[config.mk]
export PLATFORM = sky130hd
export DESIGN_NAME = mccpu_ctrl_flat
export DESIGN_NICKNAME = d
export VERILOG_FILES = /design/src/rtl/mccpu_pkg.sv /design/src/rtl/mccpu_ctrl_if.sv /design/src/rtl/mccpu_alu_dec.sv /design/src/rtl/mccpu_ctrl.sv /design/src/flat_wrapper.sv
export SDC_FILE = /design/constraint.sdc
export NUM_CORES = 1
export LEC_CHECK = 0
export BUFFER_PORTS_ARGS = -buffer_cell sky130_fd_sc_hd__buf_2
export CAP_MARGIN = 20
export CELL_PAD_IN_SITES_DETAIL_PLACEMENT = 1
export CELL_PAD_IN_SITES_GLOBAL_PLACEMENT = 1
export CORE_UTILIZATION = 31
export DETAILED_ROUTE_END_ITERATION = 7
export GPL_TIMING_DRIVEN = 0
export PLACE_DENSITY_LB_ADDON = 0.1
export SYNTH_ARGS = -nofsm -noshare
export SYNTH_HDL_FRONTEND = slang
export SYNTH_SLANG_ARGS = --single-unit
[constraint.sdc]
create_clock -name clk -period 3.5 [get_ports clk]
set_clock_uncertainty 0.2 [all_clocks]
set_input_delay 1.05 -clock clk [delete_from_list [all_inputs] [get_ports clk]]
set_output_delay 1.05 -clock clk [all_outputs]
set_load 0.01 [all_outputs]
[src/rtl/mccpu_pkg.sv]
// mccpu_pkg: shared constants for the multi-cycle MIPS controller.
//   Opcode/funct encodings, ALU operation codes, datapath select codes,
//   controller state encoding and a small decode helper.
package mccpu_pkg;

    // Opcodes (IR[31:26])
    localparam logic [5:0] OP_RTYPE = 6'h00;
    localparam logic [5:0] OP_J     = 6'h02;
    localparam logic [5:0] OP_JAL   = 6'h03;
    localparam logic [5:0] OP_BEQ   = 6'h04;
    localparam logic [5:0] OP_BNE   = 6'h05;
    localparam logic [5:0] OP_ADDI  = 6'h08;
    localparam logic [5:0] OP_ANDI  = 6'h0C;
    localparam logic [5:0] OP_ORI   = 6'h0D;
    localparam logic [5:0] OP_LUI   = 6'h0F;
    localparam logic [5:0] OP_LW    = 6'h23;
    localparam logic [5:0] OP_SW    = 6'h2B;

    // R-type funct codes (IR[5:0])
    localparam logic [5:0] FN_SLL  = 6'h00;
    localparam logic [5:0] FN_SRL  = 6'h02;
    localparam logic [5:0] FN_JR   = 6'h08;
    localparam logic [5:0] FN_ADD  = 6'h20;
    localparam logic [5:0] FN_ADDU = 6'h21;
    localparam logic [5:0] FN_SUB  = 6'h22;
    localparam logic [5:0] FN_SUBU = 6'h23;
    localparam logic [5:0] FN_AND  = 6'h24;
    localparam logic [5:0] FN_OR   = 6'h25;
    localparam logic [5:0] FN_XOR  = 6'h26;
    localparam logic [5:0] FN_NOR  = 6'h27;
    localparam logic [5:0] FN_SLT  = 6'h2A;
    localparam logic [5:0] FN_SLTU = 6'h2B;

    // ALU operation codes; zero-extended to ALUOP_W at the ports
    localparam logic [3:0] ALU_NOP  = 4'h0;
    localparam logic [3:0] ALU_ADD  = 4'h1;
    localparam logic [3:0] ALU_SUB  = 4'h2;
    localparam logic [3:0] ALU_AND  = 4'h3;
    localparam logic [3:0] ALU_OR   = 4'h4;
    localparam logic [3:0] ALU_SLT  = 4'h5;
    localparam logic [3:0] ALU_SLTU = 4'h6;
    localparam logic [3:0] ALU_SLL  = 4'h7;
    localparam logic [3:0] ALU_SRL  = 4'h8;
    localparam logic [3:0] ALU_XOR  = 4'h9;
    localparam logic [3:0] ALU_NOR  = 4'hA;
    localparam logic [3:0] ALU_LUI  = 4'hB;

    // Next-PC, write-data, destination-register and ALU source selects
    localparam logic [1:0] NPC_PC4 = 2'b00;
    localparam logic [1:0] NPC_BR  = 2'b01;
    localparam logic [1:0] NPC_J   = 2'b10;
    localparam logic [1:0] NPC_JR  = 2'b11;

    localparam logic [1:0] WD_ALU  = 2'b00;
    localparam logic [1:0] WD_MDR  = 2'b01;
    localparam logic [1:0] WD_PC   = 2'b10;
    localparam logic [1:0] WD_LUI  = 2'b11;

    localparam logic [1:0] GPR_RD  = 2'b00;
    localparam logic [1:0] GPR_RT  = 2'b01;
    localparam logic [1:0] GPR_31  = 2'b10;

    localparam logic [1:0] SRCA_PC    = 2'b00;
    localparam logic [1:0] SRCA_RS    = 2'b01;
    localparam logic [1:0] SRCA_SHAMT = 2'b10;

    localparam logic [1:0] SRCB_RT     = 2'b00;
    localparam logic [1:0] SRCB_FOUR   = 2'b01;
    localparam logic [1:0] SRCB_IMM    = 2'b10;
    localparam logic [1:0] SRCB_IMMSL2 = 2'b11;

    typedef enum logic [3:0] {
        S_INIT   = 4'h0,
        S_FETCH  = 4'h1,
        S_DECODE = 4'h2,
        S_EXE_R  = 4'h3,
        S_EXE_I  = 4'h4,
        S_MEMADR = 4'h5,
        S_MEMRD  = 4'h6,
        S_MEMWR  = 4'h7,
        S_WB_ALU = 4'h8,
        S_WB_MEM = 4'h9,
        S_BRANCH = 4'hA,
        S_JUMP   = 4'hB,
        S_TRAP   = 4'hC
    } state_e;

    // Shifts take their A operand from shamt rather than rs
    function automatic logic is_shift(input logic [5:0] fn);
        return (fn == FN_SLL) || (fn == FN_SRL);
    endfunction

endpackage

[src/rtl/mccpu_ctrl_if.sv]
// mccpu_ctrl_if: controller <-> datapath bundle.
//   master : controller side (consumes op/funct/zero/mem_ready, drives strobes)
//   slave  : datapath/memory side
//   Inputs : op, funct, zero, mem_ready
//   Outputs: pc_write, ir_write, reg_write, mem_read, mem_write, iord, ext_op,
//            alu_op[ALUOP_W], alu_srca, alu_srcb, npc_op, gpr_sel, wd_sel,
//            illegal, retire, state[4]
interface mccpu_ctrl_if #(
    parameter int ALUOP_W = 4
);
    logic [5:0]         op;
    logic [5:0]         funct;
    logic               zero;
    logic               mem_ready;

    logic               pc_write;
    logic               ir_write;
    logic               reg_write;
    logic               mem_read;
    logic               mem_write;
    logic               iord;
    logic               ext_op;
    logic [ALUOP_W-1:0] alu_op;
    logic [1:0]         alu_srca;
    logic [1:0]         alu_srcb;
    logic [1:0]         npc_op;
    logic [1:0]         gpr_sel;
    logic [1:0]         wd_sel;
    logic               illegal;
    logic               retire;
    logic [3:0]         state;

    modport master (
        input  op, funct, zero, mem_ready,
        output pc_write, ir_write, reg_write, mem_read, mem_write, iord, ext_op,
               alu_op, alu_srca, alu_srcb, npc_op, gpr_sel, wd_sel,
               illegal, retire, state
    );

    modport slave (
        output op, funct, zero, mem_ready,
        input  pc_write, ir_write, reg_write, mem_read, mem_write, iord, ext_op,
               alu_op, alu_srca, alu_srcb, npc_op, gpr_sel, wd_sel,
               illegal, retire, state
    );
endinterface

[src/rtl/mccpu_alu_dec.sv]
// mccpu_alu_dec: combinational instruction decode.
//   i_op, i_funct -> o_alu_op (operation for the EXE phase), o_legal
//   (instruction is part of the supported set). ALUOP_W must be >= 4.
module mccpu_alu_dec
    import mccpu_pkg::*;
#(
    parameter int ALUOP_W = 4
) (
    input  logic [5:0]         i_op,
    input  logic [5:0]         i_funct,
    output logic [ALUOP_W-1:0] o_alu_op,
    output logic               o_legal
);
    logic [3:0] w_code;

    always_comb begin
        w_code  = ALU_NOP;
        o_legal = 1'b1;
        case (i_op)
            OP_RTYPE: begin
                case (i_funct)
                    FN_ADD, FN_ADDU: w_code = ALU_ADD;
                    FN_SUB, FN_SUBU: w_code = ALU_SUB;
                    FN_AND:          w_code = ALU_AND;
                    FN_OR:           w_code = ALU_OR;
                    FN_XOR:          w_code = ALU_XOR;
                    FN_NOR:          w_code = ALU_NOR;
                    FN_SLT:          w_code = ALU_SLT;
                    FN_SLTU:         w_code = ALU_SLTU;
                    FN_SLL:          w_code = ALU_SLL;
                    FN_SRL:          w_code = ALU_SRL;
                    FN_JR:           w_code = ALU_NOP;
                    default:         o_legal = 1'b0;
                endcase
            end
            OP_ADDI:        w_code = ALU_ADD;
            OP_ANDI:        w_code = ALU_AND;
            OP_ORI:         w_code = ALU_OR;
            OP_LUI:         w_code = ALU_LUI;
            OP_LW, OP_SW:   w_code = ALU_ADD;
            OP_BEQ, OP_BNE: w_code = ALU_SUB;
            OP_J, OP_JAL:   w_code = ALU_NOP;
            default:        o_legal = 1'b0;
        endcase
    end

    assign o_alu_op = ALUOP_W'(w_code);
endmodule

[src/rtl/mccpu_ctrl.sv]
// mccpu_ctrl: multi-cycle MIPS control unit (Moore FSM, outputs decoded from
//   state plus op/funct/zero/mem_ready).
//   clk, rstn : clock, asynchronous active-low reset
//   bus       : mccpu_ctrl_if.master (instruction fields, memory handshake,
//               datapath strobes/selects, illegal, retire, debug state)
//   Optional MCCTRL_PERF_EN: adds PERF_W and cycle_cnt/instr_cnt counters.
module mccpu_ctrl
    import mccpu_pkg::*;
#(
    parameter int ALUOP_W         = 4,
    parameter bit TRAP_ON_ILLEGAL = 1'b1
`ifdef MCCTRL_PERF_EN
    ,
    parameter int PERF_W          = 32
`endif
) (
    input  logic            clk,
    input  logic            rstn,
`ifdef MCCTRL_PERF_EN
    output logic [PERF_W-1:0] cycle_cnt,
    output logic [PERF_W-1:0] instr_cnt,
`endif
    mccpu_ctrl_if.master    bus
);
    localparam logic [ALUOP_W-1:0] L_NOP = ALUOP_W'(ALU_NOP);
    localparam logic [ALUOP_W-1:0] L_ADD = ALUOP_W'(ALU_ADD);
    localparam logic [ALUOP_W-1:0] L_SUB = ALUOP_W'(ALU_SUB);

    state_e             r_state, w_next;
    logic [ALUOP_W-1:0] w_dec_alu, w_alu_op;
    logic               w_legal;
    logic               w_pc_write, w_ir_write, w_reg_write;
    logic               w_mem_read, w_mem_write, w_iord, w_ext_op, w_retire;
    logic [1:0]         w_srca, w_srcb, w_npc, w_gpr, w_wd;

    mccpu_alu_dec #(.ALUOP_W(ALUOP_W)) u_alu_dec (
        .i_op     (bus.op),
        .i_funct  (bus.funct),
        .o_alu_op (w_dec_alu),
        .o_legal  (w_legal)
    );

    // Reset forces INIT, whose outputs are all zero, so strobes drop as soon
    // as rstn falls without waiting for a clock edge.
    always_ff @(posedge clk or negedge rstn) begin
        if (!rstn) r_state <= S_INIT;
        else       r_state <= w_next;
    end

    always_comb begin
        w_next      = r_state;
        w_pc_write  = 1'b0;
        w_ir_write  = 1'b0;
        w_reg_write = 1'b0;
        w_mem_read  = 1'b0;
        w_mem_write = 1'b0;
        w_iord      = 1'b0;
        w_ext_op    = 1'b0;
        w_retire    = 1'b0;
        w_alu_op    = L_NOP;
        w_srca      = SRCA_PC;
        w_srcb      = SRCB_RT;
        w_npc       = NPC_PC4;
        w_gpr       = GPR_RD;
        w_wd        = WD_ALU;
        case (r_state)
            S_INIT: w_next = S_FETCH;
            S_FETCH: begin
                w_mem_read = 1'b1;
                if (bus.mem_ready) begin
                    w_ir_write = 1'b1;
                    w_pc_write = 1'b1;
                    w_next     = S_DECODE;
                end
            end
            S_DECODE: begin
                // Branch target PC+4 + (imm<<2) lands in ALUOut for BRANCH
                w_srcb   = SRCB_IMMSL2;
                w_alu_op = L_ADD;
                case (bus.op)
                    OP_RTYPE:                       w_next = (bus.funct == FN_JR) ? S_JUMP : S_EXE_R;
                    OP_ADDI, OP_ANDI, OP_ORI, OP_LUI: w_next = S_EXE_I;
                    OP_LW, OP_SW:                   w_next = S_MEMADR;
                    OP_BEQ, OP_BNE:                 w_next = S_BRANCH;
                    OP_J, OP_JAL:                   w_next = S_JUMP;
                    default:                        w_next = S_TRAP;
                endcase
                // Unknown funct under R-type is also illegal, hence the
                // override after the opcode dispatch.
                if (!w_legal) begin
                    if (TRAP_ON_ILLEGAL) begin
                        w_next = S_TRAP;
                    end else begin
                        w_retire = 1'b1;
                        w_next   = S_FETCH;
                    end
                end
            end
            S_EXE_R: begin
                w_srca   = is_shift(bus.funct) ? SRCA_SHAMT : SRCA_RS;
                w_alu_op = w_dec_alu;
                w_next   = S_WB_ALU;
            end
            S_EXE_I: begin
                // Only addi sign-extends; logical immediates zero-extend
                w_srca   = SRCA_RS;
                w_srcb   = SRCB_IMM;
                w_ext_op = (bus.op == OP_ADDI);
                w_alu_op = w_dec_alu;
                w_next   = S_WB_ALU;
            end
            S_WB_ALU: begin
                w_reg_write = 1'b1;
                w_gpr       = (bus.op == OP_RTYPE) ? GPR_RD : GPR_RT;
                w_wd        = (bus.op == OP_LUI) ? WD_LUI : WD_ALU;
                w_retire    = 1'b1;
                w_next      = S_FETCH;
            end
            S_MEMADR: begin
                w_srca   = SRCA_RS;
                w_srcb   = SRCB_IMM;
                w_ext_op = 1'b1;
                w_alu_op = L_ADD;
                w_next   = (bus.op == OP_LW) ? S_MEMRD : S_MEMWR;
            end
            S_MEMRD: begin
                w_mem_read = 1'b1;
                w_iord     = 1'b1;
                if (bus.mem_ready) w_next = S_WB_MEM;
            end
            S_WB_MEM: begin
                w_reg_write = 1'b1;
                w_gpr       = GPR_RT;
                w_wd        = WD_MDR;
                w_retire    = 1'b1;
                w_next      = S_FETCH;
            end
            S_MEMWR: begin
                w_mem_write = 1'b1;
                w_iord      = 1'b1;
                if (bus.mem_ready) begin
                    w_retire = 1'b1;
                    w_next   = S_FETCH;
                end
            end
            S_BRANCH: begin
                w_srca     = SRCA_RS;
                w_alu_op   = L_SUB;
                w_npc      = NPC_BR;
                w_pc_write = ((bus.op == OP_BEQ) &&  bus.zero) ||
                             ((bus.op == OP_BNE) && !bus.zero);
                w_retire   = 1'b1;
                w_next     = S_FETCH;
            end
            S_JUMP: begin
                // PC already holds PC+4 from FETCH, which is the jal link value
                w_pc_write = 1'b1;
                w_npc      = (bus.op == OP_RTYPE) ? NPC_JR : NPC_J;
                if (bus.op == OP_JAL) begin
                    w_reg_write = 1'b1;
                    w_gpr       = GPR_31;
                    w_wd        = WD_PC;
                end
                w_retire = 1'b1;
                w_next   = S_FETCH;
            end
            S_TRAP:  w_next = S_TRAP;
            default: w_next = S_INIT;
        endcase
    end

    assign bus.pc_write  = w_pc_write;
    assign bus.ir_write  = w_ir_write;
    assign bus.reg_write = w_reg_write;
    assign bus.mem_read  = w_mem_read;
    assign bus.mem_write = w_mem_write;
    assign bus.iord      = w_iord;
    assign bus.ext_op    = w_ext_op;
    assign bus.alu_op    = w_alu_op;
    assign bus.alu_srca  = w_srca;
    assign bus.alu_srcb  = w_srcb;
    assign bus.npc_op    = w_npc;
    assign bus.gpr_sel   = w_gpr;
    assign bus.wd_sel    = w_wd;
    assign bus.retire    = w_retire;
    // TRAP only exits through reset, so the flag is sticky by construction
    assign bus.illegal   = (r_state == S_TRAP);
    assign bus.state     = r_state;

`ifdef MCCTRL_PERF_EN
    logic [PERF_W-1:0] r_cycle_cnt, r_instr_cnt;

    always_ff @(posedge clk or negedge rstn) begin
        if (!rstn) begin
            r_cycle_cnt <= '0;
            r_instr_cnt <= '0;
        end else begin
            if (r_state != S_INIT && r_state != S_TRAP) r_cycle_cnt <= r_cycle_cnt + PERF_W'(1);
            if (w_retire)                               r_instr_cnt <= r_instr_cnt + PERF_W'(1);
        end
    end

    assign cycle_cnt = r_cycle_cnt;
    assign instr_cnt = r_instr_cnt;
`endif
endmodule

[src/flat_wrapper.sv]
// flat-port wrapper written by rule: the top's interface ports become plain ports
module mccpu_ctrl_flat import mccpu_pkg::*;
#(
    parameter int ALUOP_W         = 4,
    parameter bit TRAP_ON_ILLEGAL = 1'b1

)
  (clk, rstn, bus_op, bus_funct, bus_zero, bus_mem_ready, bus_pc_write, bus_ir_write, bus_reg_write, bus_mem_read, bus_mem_write, bus_iord, bus_ext_op, bus_alu_op, bus_alu_srca, bus_alu_srcb, bus_npc_op, bus_gpr_sel, bus_wd_sel, bus_illegal, bus_retire, bus_state);
  mccpu_ctrl_if #(.ALUOP_W(ALUOP_W)) bus_i ();
  input  logic clk;
  input  logic rstn;
  input wire logic [$bits(bus_i.op)-1:0] bus_op;
  input wire logic [$bits(bus_i.funct)-1:0] bus_funct;
  input wire logic [$bits(bus_i.zero)-1:0] bus_zero;
  input wire logic [$bits(bus_i.mem_ready)-1:0] bus_mem_ready;
  output wire logic [$bits(bus_i.pc_write)-1:0] bus_pc_write;
  output wire logic [$bits(bus_i.ir_write)-1:0] bus_ir_write;
  output wire logic [$bits(bus_i.reg_write)-1:0] bus_reg_write;
  output wire logic [$bits(bus_i.mem_read)-1:0] bus_mem_read;
  output wire logic [$bits(bus_i.mem_write)-1:0] bus_mem_write;
  output wire logic [$bits(bus_i.iord)-1:0] bus_iord;
  output wire logic [$bits(bus_i.ext_op)-1:0] bus_ext_op;
  output wire logic [$bits(bus_i.alu_op)-1:0] bus_alu_op;
  output wire logic [$bits(bus_i.alu_srca)-1:0] bus_alu_srca;
  output wire logic [$bits(bus_i.alu_srcb)-1:0] bus_alu_srcb;
  output wire logic [$bits(bus_i.npc_op)-1:0] bus_npc_op;
  output wire logic [$bits(bus_i.gpr_sel)-1:0] bus_gpr_sel;
  output wire logic [$bits(bus_i.wd_sel)-1:0] bus_wd_sel;
  output wire logic [$bits(bus_i.illegal)-1:0] bus_illegal;
  output wire logic [$bits(bus_i.retire)-1:0] bus_retire;
  output wire logic [$bits(bus_i.state)-1:0] bus_state;
  assign bus_i.op = bus_op;
  assign bus_i.funct = bus_funct;
  assign bus_i.zero = bus_zero;
  assign bus_i.mem_ready = bus_mem_ready;
  assign bus_pc_write = bus_i.pc_write;
  assign bus_ir_write = bus_i.ir_write;
  assign bus_reg_write = bus_i.reg_write;
  assign bus_mem_read = bus_i.mem_read;
  assign bus_mem_write = bus_i.mem_write;
  assign bus_iord = bus_i.iord;
  assign bus_ext_op = bus_i.ext_op;
  assign bus_alu_op = bus_i.alu_op;
  assign bus_alu_srca = bus_i.alu_srca;
  assign bus_alu_srcb = bus_i.alu_srcb;
  assign bus_npc_op = bus_i.npc_op;
  assign bus_gpr_sel = bus_i.gpr_sel;
  assign bus_wd_sel = bus_i.wd_sel;
  assign bus_illegal = bus_i.illegal;
  assign bus_retire = bus_i.retire;
  assign bus_state = bus_i.state;
  mccpu_ctrl #(.ALUOP_W(ALUOP_W), .TRAP_ON_ILLEGAL(TRAP_ON_ILLEGAL)) u_core (.clk(clk), .rstn(rstn), .bus(bus_i));
endmodule
==> results of run 1 <==
[cell type report]
type                       count  area (um2)
fill                         380        1300
multi-input combinational    130         878
timing repair buffer          58         365
sequential                     4         100
buffer                        10        95.1
tap                           31        38.8
inverter                       7        26.3
clock buffer                   3        22.5
[final timing paths]
path                                  endpoint  cells after the start  slack, ns
setup / recovery                 bus_alu_op[1]                      8      -0.10
hold / removal             u_core.bus.state[2]                      1       0.40
setup reg to reg           u_core.bus.state[0]                      6       1.69
hold reg to reg            u_core.bus.state[3]                      3       0.56
max in group asynchronous  u_core.bus.state[3]                      1       2.58
min in group clk           u_core.bus.state[3]                      3       0.56
[cell usage in the layout, fill, tap and decap left out, types with 5 or more instances in the layout]
master    instances
nor3_1            6
clkbuf_4          5
o21ai_1           5
and3_1            5
inv_1             6
a21oi_1          11
nand2_1          17
buf_2            35
nor2_1           18
buf_4            17
buf_6             8
[through the flow]
step,hold slack [ns],setup TNS [ns],total power [mW]
after floorplan,0.507,0,0.400
after global placement,0.566,-1.38,0.565
after detailed placement,0.547,-1.47,0.572
after CTS,0.408,-0.295,0.647
after global routing,0.394,-0.591,0.734
final,0.404,-0.250,0.678
[power by group through the flow]
stage / combinational, mW / clock (mW) / sequential, mW
CTS: 0.493 / 0.0583 / 0.0953
global placement: 0.470 / 0 / 0.0943
finish: 0.524 / 0.0586 / 0.0959
detailed placement: 0.477 / 0 / 0.0959
global route: 0.570 / 0.0648 / 0.0995
floorplan: 0.301 / 0 / 0.0989
[worst max-delay path, stage by stage]
cell	delay, ns
buf_6	0.09
buf_6	0.11
or4_4	0.50
a2bb2oi_2	0.15
o21ai_1	0.10
a32oi_1	0.07
o21ai_1	0.13
buf_2	0.14
[cell families (layout without fill, tap and decap cells)]
family	Yosys count	count (layout)
muxes	4	4
DFF	4	4
xor gates and xnor gates	2	2
buffers and inverters	17	78
AOI/OAI and AO/OA	47	47
and+or+nand+nor	77	77
[per-layer routing]
layer	track usage, %	part of all wire (%)
met5	0	0
met4	3.14	1.2
met3	1.13	4.8
met2	41.4	51
met1	29.5	43
[repair_timing]
item                                    4_1_cts  5_1_grt
buffers inserted                              7       11
resized for setup                            24       22
hold buffers                                  0        0
pin swaps                                    10       16
endpoints found under the setup margin        5        6
==> impl_metrics.py, run 1 <==
metrics = {
    "outcome": {
        "status": "finished with violations",
        "violations": "design-rule violations, negative setup slack",
    },
    "setup_path": {
        "critical_path_class": "input pin to primary output",
        "cp.required_ns": 2.25,
        "crit_start": "bus_funct[3]",
        "cp.arrival_ns": 2.35,
        "r2r-start": "u_core.bus.state[1]",
        "critPathLaunchType": "input pin",
        "worst_setup_path_end_kind": "primary output",
        "cp_max_fo": 4,
    },
    "pwr": {
        "seq_power_share_pct": 14.1,
        "vdd_ir_drop_max_mv": 0.191,
        "power_leakage_nw": 0.707,
        "p_clk_share_pct": 8.6,
        "p_int_mw": 0.312,
        "switching_share_pct": 54.0,
        "p_per_area_nw_per_um2": 444,
        "p_sw_mw": 0.366,
        "p_comb_share_pct": 77.2,
    },
    "floorplanning": {
        "io_pins": 43,
        "fp.dieH_um": 57.4,
        "core_um2": 2830,
        "die_area_um2": 3290,
        "num_rows": 19,
        "start_util_pct": 33.6,
        "dieWidth_um": 57.4,
    },
    "global_routing": {
        "grt_usage_pct": 22.5,
        "grt_pass1_vias": 1243,
        "grt_start_max_net_pins": 11,
        "antenna_found_initial": 0,
        "grt_first_pass_wirelength_um": 5880,
        "grt_overflow": 0,
    },
    "synthesis": {
        "synth_xor_area_share_pct": 1.84,
        "ys_types": 49,
        "synth_edf_count": 0,
        "yosys.area.top_type_share_pct": 10.5,
        "yosysMostFrequentCell": "nor2_1",
        "synth_top_family_by_area": "simple AND/OR/NAND/NOR gates",
        "yosys.area_share.simple_pct": 40.2,
        "synth_compound_area_share_pct": 33.3,
        "synth_top_cells_by_area": "dfrtp_1, nor2_1, a21oi_1",
        "synth_nets": 167,
        "synthArstFlopShare_pct": 100,
        "yosys.area_share.adder_pct": 0,
        "synth_area_um2": 950,
        "synth_ff_type": "dfrtp_1",
        "synth_seq_cells": 4,
        "synth_common_cells": "nor2_1, nand2_1, a21oi_1",
        "yosysWarnings": 0,
        "synth_top_area_cell": "dfrtp_1",
        "synth.avg_cell_area_um2": 6.29,
        "syn_inst": 151,
        "synthMuxAreaShare_pct": 4.22,
        "yosysSeqAreaShare_pct": 10.5,
    },
    "layout": {
        "final_net_count": 230,
        "postLayoutCoreUtil_pct": 54.0,
        "final_cells": 243,
        "n_antenna_cell": 0,
        "area_growth_pct": 60.7,
        "drive_above_1_share_pct": 44.3,
        "stdcell_area_um2": 1530,
        "largest_reg_flops": 4,
    },
    "flow_run": {
        "drv_cap": 0,
    },
    "timing": {
        "fmax_ghz": 0.278,
        "rsz0062_at_grt": "yes",
        "final_hold_viol_count": 0,
        "finalMaxSlewViolations": 0,
        "finalCriticalPeriod_ns": 3.60,
        "period_share_pct": 103,
        "finalSetupViolations": 5,
        "worst_slack_ns": -0.103,
        "worstMarginPinSlew_ns": 0.492,
        "slew_headroom_pct": 67.2,
    },
    "placement": {
        "place.gp.congestion": 0.853,
        "place_area_um2": 1190,
        "dp_hpwl_um": 2750,
        "dp_cells": 222,
        "port_buffers": 40,
        "dp_worst_setup_slack_ns": -0.337,
    },
    "routing": {
        "postRouteAntennaNets": 0,
        "drc_errors": 6,
        "via_per_inst": 5.74,
        "dr.pass1.iters": 6,
        "wl_per_cell_um": 16.8,
        "num_vias": 1394,
        "wl_um": 4090,
        "first_iter_violations": 43,
    },
    "clocking": {
        "cts_max_path_buffers": 2,
        "clk_latency_ns": 0.24,
        "cts.sinks": 4,
        "numCtsBuffers": 3,
        "htree_levels": 1,
        "cts-root-buf": "clkbuf_4",
        "cts_tree": "done",
        "clk_pin_slew_worst_paths_ns": 0.04,
    },
    "hold_path": {
        "hold_class": "input pin to async pin",
    },
}
Note: power is estimated with default switching activity, not from simulation.
==> run 2: changes to the inputs <==
--- a/config.mk
+++ b/config.mk
@@ -13,6 +13,7 @@
 export DETAILED_ROUTE_END_ITERATION = 7
 export GPL_TIMING_DRIVEN = 0
 export PLACE_DENSITY_LB_ADDON = 0.1
+export RECOVER_POWER = 100
 export SYNTH_ARGS = -nofsm -noshare
 export SYNTH_HDL_FRONTEND = slang
 export SYNTH_SLANG_ARGS = --single-unit
==> run 2 against run 1 <==
  * The flow still finishes with violations (design-rule violations, negative setup slack)
  * Via count about the same
  * Clock power about the same
  * Wire length about the same
  * Register-to-register slack about the same
  * Cell count unchanged
  * First-iteration DRC count increased by 4.7%
  * Maximum frequency unchanged
  * Sequential power increased by 0.6%
  * Non-clock buffer count unchanged
  * Worst hold slack improved by 0.018 ns
  * Flip-flop and latch count unchanged
  * Utilization decreased by 0.22 points
  * Critical path type unchanged
==> impl_metrics.py, run 2 (same netlist as run 1, synthesis figures left out) <==
metrics = {
    "global_routing": {
        "grt_first_pass_wirelength_um": 5880,
        "antenna_found_initial": 0,
        "grt_start_max_net_pins": 11,
        "grt_pass1_vias": 1243,
        "grt_usage_pct": 22.5,
        "grt_overflow": 0,
    },
    "layout": {
        "stdcell_area_um2": 1520,
        "drive_above_1_share_pct": 42.0,
        "layout_commonest_cell": "buf_2",
        "n_antenna_cell": 0,
        "final_cells": 243,
        "layout_common_cells": "buf_2, nor2_1, nand2_1, buf_4, a21oi_1",
        "area_growth_pct": 60.1,
        "postLayoutCoreUtil_pct": 53.7,
        "fillers": 382,
        "final_net_count": 230,
        "largest_reg_flops": 4,
    },
    "timing": {
        "finalMaxSlewViolations": 0,
        "hold_slack_ns": 0.423,
        "finalSetupViolations": 5,
        "finalCriticalPeriod_ns": 3.60,
        "worstMarginPinSlew_ns": 0.492,
        "slew_headroom_pct": 67.2,
        "rsz0062_at_grt": "yes",
        "final_hold_viol_count": 0,
        "period_share_pct": 103,
        "worst_slack_ns": -0.103,
        "fmax_ghz": 0.278,
    },
    "setup_path": {
        "critPathLaunchType": "input pin",
        "rr_worst_depth": 6,
        "cp.required_ns": 2.25,
        "cpPeakStageDelay_ns": 0.50,
        "cp.arrival_ns": 2.35,
        "cp_max_fo": 4,
        "worst_setup_path_end_kind": "primary output",
        "r2r_end": "u_core.bus.state[0]",
        "critical_path_class": "input pin to primary output",
        "cp_slowest_cell": "or4_4",
        "r2r-start": "u_core.bus.state[1]",
        "path_cells": "buf_6 > buf_6 > or4_4 > a2bb2oi_2 > o21ai_1 > a32oi_1 > o21ai_1 > buf_2",
        "rrSetupSlack_ns": 1.68,
    },
    "floorplanning": {
        "start_util_pct": 33.6,
        "dieWidth_um": 57.4,
        "io_pins": 43,
        "num_rows": 19,
        "fp.dieH_um": 57.4,
        "die_area_um2": 3290,
        "core_um2": 2830,
    },
    "clocking": {
        "cts.sinks": 4,
        "numCtsBuffers": 3,
        "cts_tree": "done",
        "cts_max_path_buffers": 2,
        "holdBufCountCts": 0,
        "clk_latency_ns": 0.24,
        "cts-root-buf": "clkbuf_4",
        "htree_levels": 1,
        "clk_pin_slew_worst_paths_ns": 0.04,
    },
    "routing": {
        "wl_per_cell_um": 16.8,
        "postRouteAntennaNets": 0,
        "dr.pass1.iters": 6,
        "via_per_inst": 5.74,
        "num_vias": 1395,
        "first_iter_violations": 45,
        "drc_errors": 6,
        "wl_um": 4090,
    },
    "pwr": {
        "vdd_ir_drop_max_mv": 0.190,
        "power_leakage_nw": 0.690,
        "p_per_area_nw_per_um2": 443,
    },
    "placement": {
        "place_area_um2": 1190,
        "place.gp.congestion": 0.853,
        "dp_hpwl_um": 2750,
        "port_buffers": 40,
        "dp_cells": 222,
    },
    "hold_path": {
        "hold_class": "input pin to async pin",
    },
    "outcome": {
        "status": "finished with violations",
        "violations": "design-rule violations, negative setup slack",
    },
    "flow_run": {
        "drv_cap": 0,
    },
}
==> run 2: how the worst max path moves through the flow <==
stage	start	end	cells past startpoint	slack [ns]
detailed placement	bus_op[0]	bus_alu_op[0]	8	-0.34
CTS	bus_funct[3]	bus_alu_op[1]	8	-0.12
global route	bus_funct[3]	bus_alu_op[1]	8	-0.18
floorplan	bus_funct[3]	bus_alu_op[1]	6	0.06
global placement	bus_op[4]	bus_alu_op[0]	7	-0.36
finish	bus_funct[3]	bus_alu_op[1]	8	-0.10
==> run 2: routing by layer <==
layer  track usage [%]  routed length [um]
met4              3.14                  47
met2              41.4                2080
met3              1.13                 199
met1              29.5                1760
met5                 0                   0
==> run 2: metrics by stage <==
| stage | total power [mW] | setup WS (ns) | TNS [ns] |
|---|---|---|---|
| floorplan | 0.400 | 0.0637 | 0 |
| global placement | 0.565 | -0.363 | -1.38 |
| detailed placement | 0.572 | -0.337 | -1.47 |
| CTS | 0.647 | -0.118 | -0.295 |
| global route | 0.729 | -0.178 | -0.591 |
| finish | 0.674 | -0.103 | -0.250 |
==> run 2: final cells by class <==
type / instances / area [um2] / share of cell area (%)
timing repair buffer: 58 / 359 / 23.6
tap: 31 / 38.8 / 2.55
inverter: 7 / 26.3 / 1.73
buffer: 10 / 95.1 / 6.26
clock buffer: 3 / 22.5 / 1.48
multi-input combinational: 130 / 878 / 57.8
sequential: 4 / 100 / 6.58
==> run 2: report_power, final <==
| group | total [mW] | internal (mW) | switching [mW] | leakage [nW] |
|---|---|---|---|---|
| Clock | 0.0585 | 0.0384 | 0.0201 | 0.0138 |
| Sequential | 0.0965 | 0.0663 | 0.0301 | 0.0506 |
| Combinational | 0.519 | 0.202 | 0.317 | 0.626 |
==> run 2: timing repair <==
action                     CTS  global route
buffers inserted             7            11
resized for setup           24            22
setup endpoints to repair    5             6
pin swaps                   10            16
==> run 2: critical path, delay by kind of cell <==
family,cells,cell delay (ns)
AND/OR/NAND/NOR,1,0.50
AO/OA/AOI/OAI,4,0.45
buffers and inverters,3,0.34
==> run 3: changes to the inputs <==
--- a/config.mk
+++ b/config.mk
@@ -11,7 +11,6 @@
 export CELL_PAD_IN_SITES_GLOBAL_PLACEMENT = 1
 export CORE_UTILIZATION = 31
 export DETAILED_ROUTE_END_ITERATION = 7
-export GPL_TIMING_DRIVEN = 0
 export PLACE_DENSITY_LB_ADDON = 0.1
 export RECOVER_POWER = 100
 export SYNTH_ARGS = -nofsm -noshare
==> constraint.sdc (replaced) <==
create_clock -name clk -period 3.75 [get_ports clk]
set_clock_uncertainty 0.2 [all_clocks]
set_input_delay 1.125 -clock clk [delete_from_list [all_inputs] [get_ports clk]]
set_output_delay 1.125 -clock clk [all_outputs]
set_load 0.01 [all_outputs]
==> run 3 against run 2 <==
  * The flow finishes with violations (design-rule violations)
  * Via count shrank 4.4%
  * Combinational power decreased by 22%
  * Cell area is 10% lower
  * Die area did not move
  * Setup slack gained 0.16 ns
  * Power down 13%
  * Non-clock buffer count decreased by 8
  * Highest routed layer unchanged
  * Flip-flop and latch count did not move
  * Utilization decreased by 5.5 points
==> impl_metrics.py, run 3 (same netlist as run 1, synthesis figures left out) <==
metrics = {
    "outcome": {
        "status": "finished with violations",
        "violations": "design-rule violations",
    },
    "setup_path": {
        "worst_setup_path_end_kind": "primary output",
        "r2r-start": "u_core.bus.state[1]",
        "rr_worst_depth": 6,
        "cp.arrival_ns": 2.37,
        "cp_max_fo": 7,
        "critical_path_class": "input pin to primary output",
        "crit_path_end": "bus_alu_op[0]",
        "crit_start": "bus_op[2]",
        "critPathLaunchType": "input pin",
        "rrSetupSlack_ns": 1.62,
        "r2r_end": "u_core.bus.state[0]",
        "cp.required_ns": 2.42,
    },
    "timing": {
        "finalSetupViolations": 0,
        "worstMarginPinSlew_ns": 0.572,
        "finalMaxSlewViolations": 0,
        "final_hold_viol_count": 0,
        "finalCriticalPeriod_ns": 3.69,
        "rsz0062_at_grt": "yes",
        "hold_slack_ns": 0.501,
        "period_share_pct": 98.5,
        "fmax_ghz": 0.271,
        "slew_headroom_pct": 61.9,
    },
    "clocking": {
        "cts-root-buf": "clkbuf_4",
        "numCtsBuffers": 3,
        "cts.sinks": 4,
        "clk_pin_slew_worst_paths_ns": 0.04,
        "cts_max_path_buffers": 2,
        "htree_levels": 1,
        "clk_latency_ns": 0.24,
        "cts_tree": "done",
    },
    "routing": {
        "drc_errors": 6,
        "met2_length_um": 1780,
        "postRouteAntennaNets": 0,
        "num_vias": 1334,
        "wl_met1_um": 1690,
        "via_per_inst": 5.68,
        "first_iter_violations": 56,
        "wl_um": 3700,
        "dr.pass1.iters": 6,
        "wl_per_cell_um": 15.7,
        "wl_met3_um": 169,
        "dr.max_layer_used": "met4",
    },
    "hold_path": {
        "hold_class": "input pin to async pin",
    },
    "pwr": {
        "p_clk_share_pct": 9.0,
        "p_int_mw": 0.262,
        "vdd_ir_drop_max_mv": 0.153,
        "power_leakage_nw": 0.636,
        "seq_power_share_pct": 21.6,
        "p_comb_share_pct": 69.4,
        "switching_share_pct": 55.1,
        "p_sw_mw": 0.322,
        "power_mw": 0.585,
        "p_per_area_nw_per_um2": 429,
    },
    "floorplanning": {
        "dieWidth_um": 57.4,
        "io_pins": 43,
        "num_rows": 19,
        "die_area_um2": 3290,
        "fp.dieH_um": 57.4,
        "start_util_pct": 33.6,
        "core_um2": 2830,
    },
    "layout": {
        "final_net_count": 222,
        "seq_area_um2": 100,
        "area_growth_pct": 43.6,
        "drive_above_1_share_pct": 36.3,
        "fillers": 405,
        "postLayoutCoreUtil_pct": 48.2,
        "stdcell_area_um2": 1360,
        "final_cells": 235,
        "layout_commonest_cell": "buf_2",
        "n_antenna_cell": 0,
        "largest_reg_flops": 4,
        "multiInputGateArea_um2": 818,
        "layout_common_cells": "buf_2, nor2_1, nand2_1, buf_4, a21oi_1",
    },
    "global_routing": {
        "grt_usage_pct": 24.1,
        "grt_pass1_vias": 1301,
        "grt_first_pass_wirelength_um": 6200,
        "grt_overflow": 0,
        "grt_start_max_net_pins": 16,
        "antenna_found_initial": 0,
    },
    "placement": {
        "place.gp.congestion": 0.833,
        "port_buffers": 42,
        "dp_cells": 229,
        "dp_hpwl_um": 2860,
        "place_area_um2": 1240,
    },
    "flow_run": {
        "drv_cap": 0,
    },
}
-- run 3: cell count changes in the layout (fill, tap and decap cells not counted), sizes merged --
cell	delta
clkbuf	-4
buf	-4
-- run 3: worst min-delay path by stage --
stage / cells past startpoint / slack [ns] / to
after global routing: 1 / 0.51 / u_core.bus.state[1]
after detailed placement: 3 / 0.61 / u_core.bus.state[1]
after CTS: 1 / 0.48 / u_core.bus.state[3]
after global placement: 3 / 0.58 / u_core.bus.state[1]
final: 1 / 0.50 / u_core.bus.state[1]
after floorplan: 3 / 0.51 / u_core.bus.state[3]
-- run 3: metal layers --
metal  up-vias  GRT usage [%]
li1        656              -
met1       623           32.0
met2        49           41.4
met3         6           2.49
met4         0           6.62
met5         -              0
-- run 3: critical path, stage by stage --
cell and delay, ns:
buf_2 0.14, and3b_1 0.24, nand2_1 0.11, a21oi_4 0.19, o211ai_1 0.10, buf_4 0.17, o22ai_1 0.13, buf_2 0.15
-- run 3: through the flow --
step                TNS, ns  worst slack (ns)
detailed placement   -0.110           -0.0339
CTS                       0            0.0101
global route        -0.0832           -0.0342
floorplan                 0             0.164
finish                    0            0.0553
global placement          0            0.0247
-- run 3: final cells by class --
cell class / instances / share of cell area [%]
multi-input combinational: 130 / 60.0
clock buffer: 3 / 1.65
inverter: 7 / 1.93
timing repair buffer: 60 / 26.2
tap: 31 / 2.84
sequential: 4 / 7.34
-- run 3: power by group through the flow --
stage                     Combinational, mW  Sequential, mW  Clock [mW]
after floorplan                       0.281          0.0923           0
after global placement                0.388           0.124           0
after detailed placement              0.398           0.125           0
after CTS                             0.400           0.125      0.0552
after global routing                  0.449           0.132      0.0563
final                                 0.406           0.126      0.0528
-- run 3: what timing repair did --
item | in CTS | in global routing
pin swaps | 0 | 4
hold buffers | 0 | 0
gates resized for setup | 2 | 18
setup endpoints to repair | 4 | 5
buffers inserted | 0 | 3
